[src/rtl/i2s_pkg.sv]
// Shared types and constants for the I2S stereo frame path.
// Holds the pairing FSM state type and channel encodings.
package i2s_pkg;

   typedef enum logic {
      WAIT_LEFT = 1'b0,
      HAVE_LEFT = 1'b1
   } pair_state_t;

   localparam logic CH_LEFT  = 1'b0;
   localparam logic CH_RIGHT = 1'b1;

   localparam int DEFAULT_AUDIO_WORD_LEN = 24;

endpackage

[src/rtl/i2s_frame_fifo.sv]
// First-word-fall-through frame FIFO for the stereo frame buffer.
// Ports: clk_i/rst_ni clock and async active-low reset; clear_i sync
// flush; push_i/data_i write side; pop_i read side (ignored when
// empty); data_o head word (0 when empty); full_o, empty_o, level_o.
module i2s_frame_fifo
   import i2s_pkg::*;
#(
   parameter int WIDTH = 2 * DEFAULT_AUDIO_WORD_LEN,
   parameter int DEPTH = 8,
   localparam int AW = (DEPTH > 1) ? $clog2(DEPTH) : 1,
   localparam int LW = $clog2(DEPTH) + 1
) (
   input  logic             clk_i,
   input  logic             rst_ni,
   input  logic             clear_i,
   input  logic             push_i,
   input  logic [WIDTH-1:0] data_i,
   input  logic             pop_i,
   output logic [WIDTH-1:0] data_o,
   output logic             full_o,
   output logic             empty_o,
   output logic [LW-1:0]    level_o
);

   logic [WIDTH-1:0] r_mem [DEPTH];
   logic [AW-1:0]    r_wptr;
   logic [AW-1:0]    r_rptr;
   logic [LW-1:0]    r_level;

   logic w_full;
   logic w_empty;
   logic w_pop;
   logic w_push;

   assign w_full  = (r_level == LW'(DEPTH));
   assign w_empty = (r_level == '0);
   assign w_pop   = pop_i & ~w_empty;
   // A full FIFO still accepts a push when the head leaves on the same edge.
   assign w_push  = push_i & (~w_full | w_pop);

   always_ff @(posedge clk_i or negedge rst_ni) begin
      if (!rst_ni) begin
         r_wptr  <= '0;
         r_rptr  <= '0;
         r_level <= '0;
      end else if (clear_i) begin
         r_wptr  <= '0;
         r_rptr  <= '0;
         r_level <= '0;
      end else begin
         if (w_push) r_wptr <= r_wptr + 1'b1;
         if (w_pop)  r_rptr <= r_rptr + 1'b1;
         unique case ({w_push, w_pop})
            2'b10:   r_level <= r_level + 1'b1;
            2'b01:   r_level <= r_level - 1'b1;
            default: r_level <= r_level;
         endcase
      end
   end

   // Storage needs no reset: data_o is masked while the FIFO is empty.
   always_ff @(posedge clk_i) begin
      if (w_push && !clear_i) r_mem[r_wptr] <= data_i;
   end

   assign data_o  = w_empty ? '0 : r_mem[r_rptr];
   assign full_o  = w_full;
   assign empty_o = w_empty;
   assign level_o = r_level;

endmodule

[src/rtl/i2s_stereo_frame_buffer.sv]
// Pairs I2S left/right channel words into stereo frames and buffers them.
// Ports: clk_i, rst_ni, enable_i, clear_i; sample_i/sample_valid_i/
// channel_i word input; frame_left_o/frame_right_o/frame_valid_o/
// frame_ready_i output stream; fill_level_o, overflow_o,
// overflow_cnt_o, sync_err_o status.
module i2s_stereo_frame_buffer
   import i2s_pkg::*;
#(
   parameter int AUDIO_WORD_LEN = DEFAULT_AUDIO_WORD_LEN,
   parameter int FIFO_DEPTH     = 8,
   parameter int OVF_CNT_W      = 16
) (
   input  logic                        clk_i,
   input  logic                        rst_ni,
   input  logic                        enable_i,
   input  logic                        clear_i,
   input  logic [AUDIO_WORD_LEN-1:0]   sample_i,
   input  logic                        sample_valid_i,
   input  logic                        channel_i,
   output logic [AUDIO_WORD_LEN-1:0]   frame_left_o,
   output logic [AUDIO_WORD_LEN-1:0]   frame_right_o,
   output logic                        frame_valid_o,
   input  logic                        frame_ready_i,
   output logic [$clog2(FIFO_DEPTH):0] fill_level_o,
   output logic                        overflow_o,
   output logic [OVF_CNT_W-1:0]        overflow_cnt_o,
   output logic                        sync_err_o
);

   localparam int FW = 2 * AUDIO_WORD_LEN;

   pair_state_t               r_state;
   pair_state_t               w_state_nxt;
   logic [AUDIO_WORD_LEN-1:0] r_left;
   logic [AUDIO_WORD_LEN-1:0] w_left_nxt;
   logic                      w_push;
   logic                      w_sync_nxt;
   logic                      r_sync_err;
   logic                      r_ovf;
   logic [OVF_CNT_W-1:0]      r_ovf_cnt;

   logic [FW-1:0]             w_head;
   logic                      w_full;
   logic                      w_empty;
   logic                      w_drop;

   always_comb begin
      w_state_nxt = r_state;
      w_left_nxt  = r_left;
      w_push      = 1'b0;
      w_sync_nxt  = 1'b0;
      if (!enable_i) begin
         // Drop any half-built frame while disabled.
         w_state_nxt = WAIT_LEFT;
      end else if (sample_valid_i) begin
         unique case (r_state)
            WAIT_LEFT: begin
               if (channel_i == CH_LEFT) begin
                  w_left_nxt  = sample_i;
                  w_state_nxt = HAVE_LEFT;
               end else begin
                  w_sync_nxt = 1'b1;
               end
            end
            HAVE_LEFT: begin
               if (channel_i == CH_LEFT) begin
                  w_left_nxt = sample_i;
                  w_sync_nxt = 1'b1;
               end else begin
                  w_push      = 1'b1;
                  w_state_nxt = WAIT_LEFT;
               end
            end
            default: w_state_nxt = WAIT_LEFT;
         endcase
      end
   end

   // Full implies non-empty, so ready alone means a pop this edge.
   assign w_drop = w_push & w_full & ~frame_ready_i;

   always_ff @(posedge clk_i or negedge rst_ni) begin
      if (!rst_ni) begin
         r_state    <= WAIT_LEFT;
         r_left     <= '0;
         r_sync_err <= 1'b0;
         r_ovf      <= 1'b0;
         r_ovf_cnt  <= '0;
      end else if (clear_i) begin
         r_state    <= WAIT_LEFT;
         r_left     <= '0;
         r_sync_err <= 1'b0;
         r_ovf      <= 1'b0;
         r_ovf_cnt  <= '0;
      end else begin
         r_state    <= w_state_nxt;
         r_left     <= w_left_nxt;
         r_sync_err <= w_sync_nxt;
         if (w_drop) begin
            r_ovf <= 1'b1;
            if (r_ovf_cnt != '1) r_ovf_cnt <= r_ovf_cnt + 1'b1;
         end
      end
   end

   i2s_frame_fifo #(
      .WIDTH (FW),
      .DEPTH (FIFO_DEPTH)
   ) u_fifo (
      .clk_i   (clk_i),
      .rst_ni  (rst_ni),
      .clear_i (clear_i),
      .push_i  (w_push),
      .data_i  ({r_left, sample_i}),
      .pop_i   (frame_ready_i),
      .data_o  (w_head),
      .full_o  (w_full),
      .empty_o (w_empty),
      .level_o (fill_level_o)
   );

   assign frame_left_o   = w_head[FW-1:AUDIO_WORD_LEN];
   assign frame_right_o  = w_head[AUDIO_WORD_LEN-1:0];
   assign frame_valid_o  = ~w_empty;
   assign overflow_o     = r_ovf;
   assign overflow_cnt_o = r_ovf_cnt;
   assign sync_err_o     = r_sync_err;

endmodule

[config.mk]
export PLATFORM = sky130hd
export DESIGN_NAME = i2s_stereo_frame_buffer
export DESIGN_NICKNAME = d
export VERILOG_FILES = /design/src/rtl/i2s_pkg.sv /design/src/rtl/i2s_frame_fifo.sv /design/src/rtl/i2s_stereo_frame_buffer.sv
export SDC_FILE = /design/constraint.sdc
export NUM_CORES = 1
export LEC_CHECK = 0
export BUFFER_PORTS_ARGS = -buffer_cell sky130_fd_sc_hd__buf_2
export CAP_MARGIN = 20
export CORE_MARGIN = 4
export CORE_UTILIZATION = 54
export CTS_CLUSTER_DIAMETER = 40
export DETAILED_ROUTE_END_ITERATION = 8
export HOLD_SLACK_MARGIN = 0.03
export MAX_ROUTING_LAYER = met4
export PLACE_DENSITY = 0.75
export SLEW_MARGIN = 5
export SYNTH_ARGS = -nofsm -noshare
export SYNTH_HDL_FRONTEND = slang
export SYNTH_SLANG_ARGS = --single-unit
[constraint.sdc]
create_clock -name clk_i -period 4.5 [get_ports clk_i]
set_input_delay 0.225 -clock clk_i [delete_from_list [all_inputs] [get_ports clk_i]]
set_output_delay 0.225 -clock clk_i [all_outputs]
set_load 0.005 [all_outputs]
==> flow_summary.ini, run 1 <==
[logic_synthesis]
postSynthAreaPerCell_um2 = 20.1
synth_edf_count = 384
synth_area_leaders = edfxtp_1 68%, mux4_2 13%, dfrtp_1 7.8%, mux2i_1 3.1%, nor2_1 1.9%
synthArstFlopShare_pct = 12.1
ys_seq_area_share_pct = 75.5
yosysTopAreaCell = edfxtp_1
synthFlopType = edfxtp_1
yosysMostFrequentCell = edfxtp_1
synth_area_um2 = 17000
synth_nets = 885
yosysTopAreaCellShare_pct = 67.7
yosysUniqueCellTypes = 41
synth_cells = 848
synth_warnings = 0
yosys_register_bits = 437
synth_common_cells = 384 x edfxtp_1, 96 x mux4_2, 85 x nor2_1

[clock_tree]
cts_hold_buf = 26
h-tree-depth = 2
cts_buffers = 49
cts_tree = done
clockBufferDepth = 3
clkLatencyLatePin_ns = 0.55
clk_pin_slew_ns = 0.06
cts-root-buf = clkbuf_16
post_cts_resized = 0
postCtsSetupRepairBufs = 0
cts.sinks = 437

[pwr]
pwr-share-comb_pct = 2.7
intPower_mw = 6.82
swShare_pct = 20.2
switchingPower_mw = 1.73
power.share.clock_pct = 45.4
pwr_density_cell_nw_per_um2 = 427
p_leak_nw = 6.72
peakVddDrop_mv = 0.381
p_total_mw = 8.54
power_frac_seq_pct = 51.9

[route]
wl_per_cell_um = 23.9
routed_wirelength_mm = 34.4
drc = 0
drtIter0Drc = 693
routed-via-count = 8556
postRouteAntennaNets = 0
first_pass_iters = 5
vias_per_cell = 5.95

[worst_setup_path]
arrival_ns = 2.98
crit_path_start_kind = flip-flop
setup.worst_path.class = flip-flop to output port
crit_chain = buf_12, mux4_2, mux2i_1, nor2_1, buf_2
slowest_stage = dfrtp_4
slowest_delay_ns = 0.96
reg2reg_slack_ns = 1.62
worstPathRequired_ns = 4.28
cp_max_fo = 39
critPathCaptureType = output port

[sta]
fin_setup_tns_ns = 0
drv_slew = 0
rsz0062_at_grt = no
hold_slack_ns = 0.0483
finalSetupViolCount = 0
relSlewSlack_pct = 29.7
fin_crit_sh_pct = 71.1
fmax_mhz = 312
fin_skew_ns = 0.0188
hold_viol = 0
post-route-min-period_ns = 3.20
tightest_slew_ns = 1.05

[placed_design]
dp_cells = 1321
place.port_buffers = 101
gp_congestion = 0.774
dp_hpwl_mm = 19.1

[die]
dieArea_um2 = 34400
dieHeight_um = 186
core.rowCount = 64
coreArea_um2 = 30800
start_util_pct = 55.2
io_pins = 102
die_w_um = 186

[min_path]
hold_path_class = primary input to flip-flop

[final_layout]
stdcell_count = 1438
n_antenna_cell = 0
drive_above_1_share_pct = 30.4
nets = 1039
area_growth_syn_to_layout_pct = 17.5
fillers = 2029

[flow_run]
drv_cap = 0

[global_route]
grt_pass1_wl_mm = 54.3
grt-ovfl-total = 0
grt_use_total_pct = 21.3
antenna_found_initial = 0
grt_max_degree = 70
grt_pass1_vias = 9107

[run_status]
status = completed
==> sequential cells by signal, indices dropped and copies added (netlist names) <==
name / count
overflow_cnt_o: 16
overflow_o: 1
r_left: 24
r_state: 1
sync_err_o: 1
u_fifo.level_o: 4
u_fifo.r_mem: 384
u_fifo.r_rptr: 3
u_fifo.r_wptr: 3
==> layout make-up <==
type / instances / area (um2) / area share [%]
clock inverters: 29 / 268 / 1.34
repair buffers: 146 / 958 / 4.79
clock buffers: 62 / 1340 / 6.69
flip-flops and latches: 437 / 12900 / 64.3
inverters: 4 / 15.0 / 0.0751
well taps: 396 / 495 / 2.48
multi-input cells: 364 / 4060 / 20.3
==> cells in the final DEF, fill, tap and decap left out, types with 4 or more instances in the layout <==
cell,instances
a21oi_1,7
a22o_1,24
buf_12,4
buf_2,101
buf_4,15
clkbuf_1,10
clkbuf_16,52
clkinv_1,5
clkinv_2,6
clkinvlp_4,4
dfrtp_1,50
dlygate4sd3_1,26
edfxtp_1,384
ha_1,6
inv_6,7
mux2i_1,52
mux4_2,96
nand2_1,13
nand3_1,8
nand4_1,4
nor2_1,78
nor2_4,7
nor3_1,7
o21ai_0,5
or3_1,4
xnor2_1,9
xor2_1,7
==> final timing paths <==
check,startpoint,end,cells past startpoint
max reg2reg,r_state$_DFFE_PN0P_,u_fifo.r_mem[0][38]$_DFFE_PP_,6
min,sample_i[12],u_fifo.r_mem[4][12]$_DFFE_PP_,1
min reg2reg,overflow_o$_DFFE_PN0P_,overflow_o$_DFFE_PN0P_,2
min in group asynchronous,rst_ni,r_left[1]$_DFFE_PN0P_,3
max in group asynchronous,rst_ni,u_fifo.r_rptr[1]$_DFFE_PN0P_,3
max,u_fifo.r_rptr[0]$_DFFE_PN0P_,frame_left_o[8],5
==> power by group through the flow <==
stage	logic, mW	clock network, mW	registers (mW)
floorplan	0.113	0	4.51
global placement	0.210	0	4.52
detailed placement	0.215	0	4.52
CTS	0.234	3.95	4.44
global route	0.252	4.15	4.44
finish	0.228	3.88	4.44
==> critical path, delay by kind of cell (launching register included) <==
family / cells / cell delay [ns]
flops: 1 / 0.96
mux: 2 / 0.85
buf+inv: 2 / 0.51
simple gates: 1 / 0.07
==> through the flow <==
step | utilization, % | area [um2] | setup slack, ns
3_3_place_gp | 58.8 | 18100 | 1.65
2_1_floorplan | - | 17000 | 0.814
3_5_place_dp | 58.8 | 18100 | 1.59
5_1_grt | 64.9 | 20000 | 1.08
4_1_cts | 64.9 | 20000 | 1.20
6_report | 64.9 | 20000 | 1.30
==> layer usage <==
| layer | vias to the layer above | GRT usage (%) | share of wire (%) |
|---|---|---|---|
| met5 | - | - | 0 |
| met4 | 0 | 4.20 | 1.6 |
| met1 | 4463 | 28.6 | 41 |
| met2 | 285 | 35.9 | 52 |
| li1 | 3752 | - | - |
| met3 | 56 | 3.11 | 5.4 |
==> kinds of logic (layout without fill, tap and decap cells) <==
kind of cell | after synthesis | count (layout) | synth area share, %
compound gates | 45 | 45 | 1.96
buf+inv | 47 | 241 | 1.12
flops | 437 | 437 | 75.5
xor+xnor | 16 | 16 | 0.823
fa+ha+maj | 6 | 6 | 0.441
mux | 151 | 151 | 16.0
simple gates | 146 | 146 | 4.17
No activity file was read; power rests on OpenSTA's default activity.
==> run 2: changes to the inputs <==
ABC_AREA = 1   (was unset)
CORE_UTILIZATION = 55   (was 54)
PLACE_DENSITY = 0.76   (was 0.75)
clock period = 2.8 ns   (was 4.5 ns; I/O delays follow)
==> flow_summary.ini, run 2 <==
[logic_synthesis]
yosysUniqueCellTypes = 35
yosys_register_bits = 437
synth_area_leaders = edfxtp_1 66%, dfrtp_1 7.5%, nor2_1 6.8%, o21ai_0 5.6%, o21ai_1 2.3%
synth_nets = 1458
synth_area_um2 = 17600
ys_seq_area_share_pct = 73.1
synth_edf_count = 384
synthArstFlopShare_pct = 12.1
yosysMostFrequentCell = edfxtp_1
synth_warnings = 0
synth_common_cells = 384 x edfxtp_1, 317 x nor2_1, 197 x o21ai_0
synth_cells = 1421
yosysTopAreaCellShare_pct = 65.5
yosysTopAreaCell = edfxtp_1
synthFlopType = edfxtp_1
postSynthAreaPerCell_um2 = 12.4

[sta]
hold_viol = 0
fmax_mhz = 372
fin_skew_ns = 0.0186
drv_slew = 0
rsz0062_at_grt = no
fin_setup_tns_ns = 0
tightest_slew_ns = 0.665
hold_slack_ns = 0.0900
fin_crit_sh_pct = 95.9
finalSetupViolCount = 0
relSlewSlack_pct = 55.6
post-route-min-period_ns = 2.69

[clock_tree]
clockBufferDepth = 3
clk_pin_slew_ns = 0.06
h-tree-depth = 2
cts-root-buf = clkbuf_16
cts_buffers = 48
cts.sinks = 437
postCtsSetupRepairBufs = 0
cts_tree = done
clkLatencyLatePin_ns = 0.56

[global_route]
grt_pass1_wl_mm = 64.0
grt_use_total_pct = 23.6
grt_max_degree = 113
grt_pass1_vias = 11400
antenna_found_initial = 0
grt-ovfl-total = 0

[run_status]
status = completed

[final_layout]
drive_above_1_share_pct = 15.9
nets = 1585
regArea_um2 = 12900
n_antenna_cell = 0
postLayoutCellArea_um2 = 20600
mostFrequentLayoutCells = 384 x edfxtp_1, 311 x nor2_1, 197 x o21ai_0
stdcell_count = 1989
area_growth_syn_to_layout_pct = 16.8
fillers = 2258
largest_reg_flops = 384
largest-register = u_fifo.r_mem
multi_input_area_um2 = 4120
final_common_cell = edfxtp_1

[die]
dieHeight_um = 187
die_w_um = 187
dieArea_um2 = 34900
start_util_pct = 55.8
io_pins = 102
coreArea_um2 = 31600
core.rowCount = 65

[route]
postRouteAntennaNets = 0
vias_per_cell = 5.93
routed-via-count = 11800
wl_per_cell_um = 20.6
first_pass_iters = 5
drtIter0Drc = 1197
routed_wirelength_mm = 41.0
drc = 0

[pwr]
power.share.clock_pct = 37.2
switchingPower_mw = 4.92
intPower_mw = 12.3
pwr_density_cell_nw_per_um2 = 838
power_frac_seq_pct = 41.8
swShare_pct = 28.6
pwr-share-comb_pct = 20.9
peakVddDrop_mv = 0.680
p_leak_nw = 7.33

[placed_design]
gp_congestion = 0.838
dp_hpwl_mm = 23.2
dp_cells = 1869
place.port_buffers = 101
placed_cell_area_um2 = 18600

[flow_run]
drv_cap = 0

[worst_setup_path]
arrival_ns = 2.55
cp_max_fo = 112
critPathCaptureType = output port
crit_path_start_kind = flip-flop
worstPathRequired_ns = 2.66
reg2reg_slack_ns = 0.42
setup.worst_path.class = flip-flop to output port

[min_path]
hold_path_class = primary input to flip-flop
-- run 2: cell types whose count changed in the layout (fill, tap and decap cells not counted), moves of 24 or more --
cell	delta
nor2_1	+233
inv_1	+40
mux2i_1	-52
a31oi_1	+46
nand2_1	+42
o22ai_1	+48
a22o_1	-24
o21ai_1	+79
nand3_1	+30
mux4_2	-96
o21ai_0	+192
-- run 2: final cells by class --
type / instances / area share, %
multi-input cells: 844 / 20.0
flip-flops and latches: 437 / 62.6
clock inverters: 28 / 1.62
repair buffers: 165 / 5.96
well taps: 402 / 2.45
clock buffers: 61 / 6.38
inverters: 52 / 0.980
-- run 2: power by group through the flow --
stage	Sequential, mW	Clock [mW]	Combinational, mW
after floorplan	7.30	0	2.32
after global placement	7.33	0	3.49
after detailed placement	7.33	0	3.54
after CTS	7.20	6.49	3.62
after global routing	7.21	6.78	3.99
final	7.20	6.42	3.60
-- run 2: repair_timing --
item                                   in CTS  in global routing
hold buffers                               30                  0
endpoints found under the hold margin     256                  0
setup endpoints to repair                   0                  1
gates resized for setup                     0                  2
-- run 2: critical path, cell delays in order (launching register included) --
cell and delay [ns]:
dfrtp_4 0.48, buf_12 0.37, o21ai_0 0.19, o22ai_1 0.26, o21ai_1 0.09, a31oi_1 0.31
buf_2 0.19
-- run 2: cell families (layout without fill, tap and decap cells) --
family	count (synthesis)	after routing	synth area share (%)
flops	437	437	73.1
simple gates	445	445	10.4
buf+inv	140	306	3.91
fa+ha+maj	6	6	0.427
compound gates	382	382	11.6
xor+xnor	11	11	0.547
-- run 2: path summary, 6_finish.rpt --
kind,startpoint,to,cells after the start
worst max-delay path,u_fifo.r_rptr[0]$_DFFE_PN0P_,frame_left_o[1],6
worst min-delay path,frame_ready_i,u_fifo.r_rptr[0]$_DFFE_PN0P_,3
worst max register to register,r_state$_DFFE_PN0P_,u_fifo.r_mem[3][43]$_DFFE_PP_,8
worst min register to register,overflow_o$_DFFE_PN0P_,overflow_o$_DFFE_PN0P_,2
max in group asynchronous,rst_ni,r_left[13]$_DFFE_PN0P_,4
min in group asynchronous,rst_ni,u_fifo.level_o[2]$_DFFE_PN0P_,2
-- run 2: through the flow --
| stage | setup WS, ns | total power [mW] | utilization, % |
|---|---|---|---|
| global route | 0.00463 | 18.0 | 65.1 |
| detailed placement | 0.469 | 10.9 | 58.9 |
| floorplan | -0.716 | 9.62 | - |
| finish | 0.113 | 17.2 | 65.1 |
| global placement | 0.534 | 10.8 | 58.9 |
| CTS | 0.116 | 17.3 | 65.0 |
-- run 2: routing by layer --
metal  track usage (%)  share of wire (%)  vias up
met5                 -                  0        -
met4              6.57                2.4        0
met3              3.43                7.7       86
met2              37.8                 49      533
met1              32.4                 41     5790
li1                  -                  -     5388
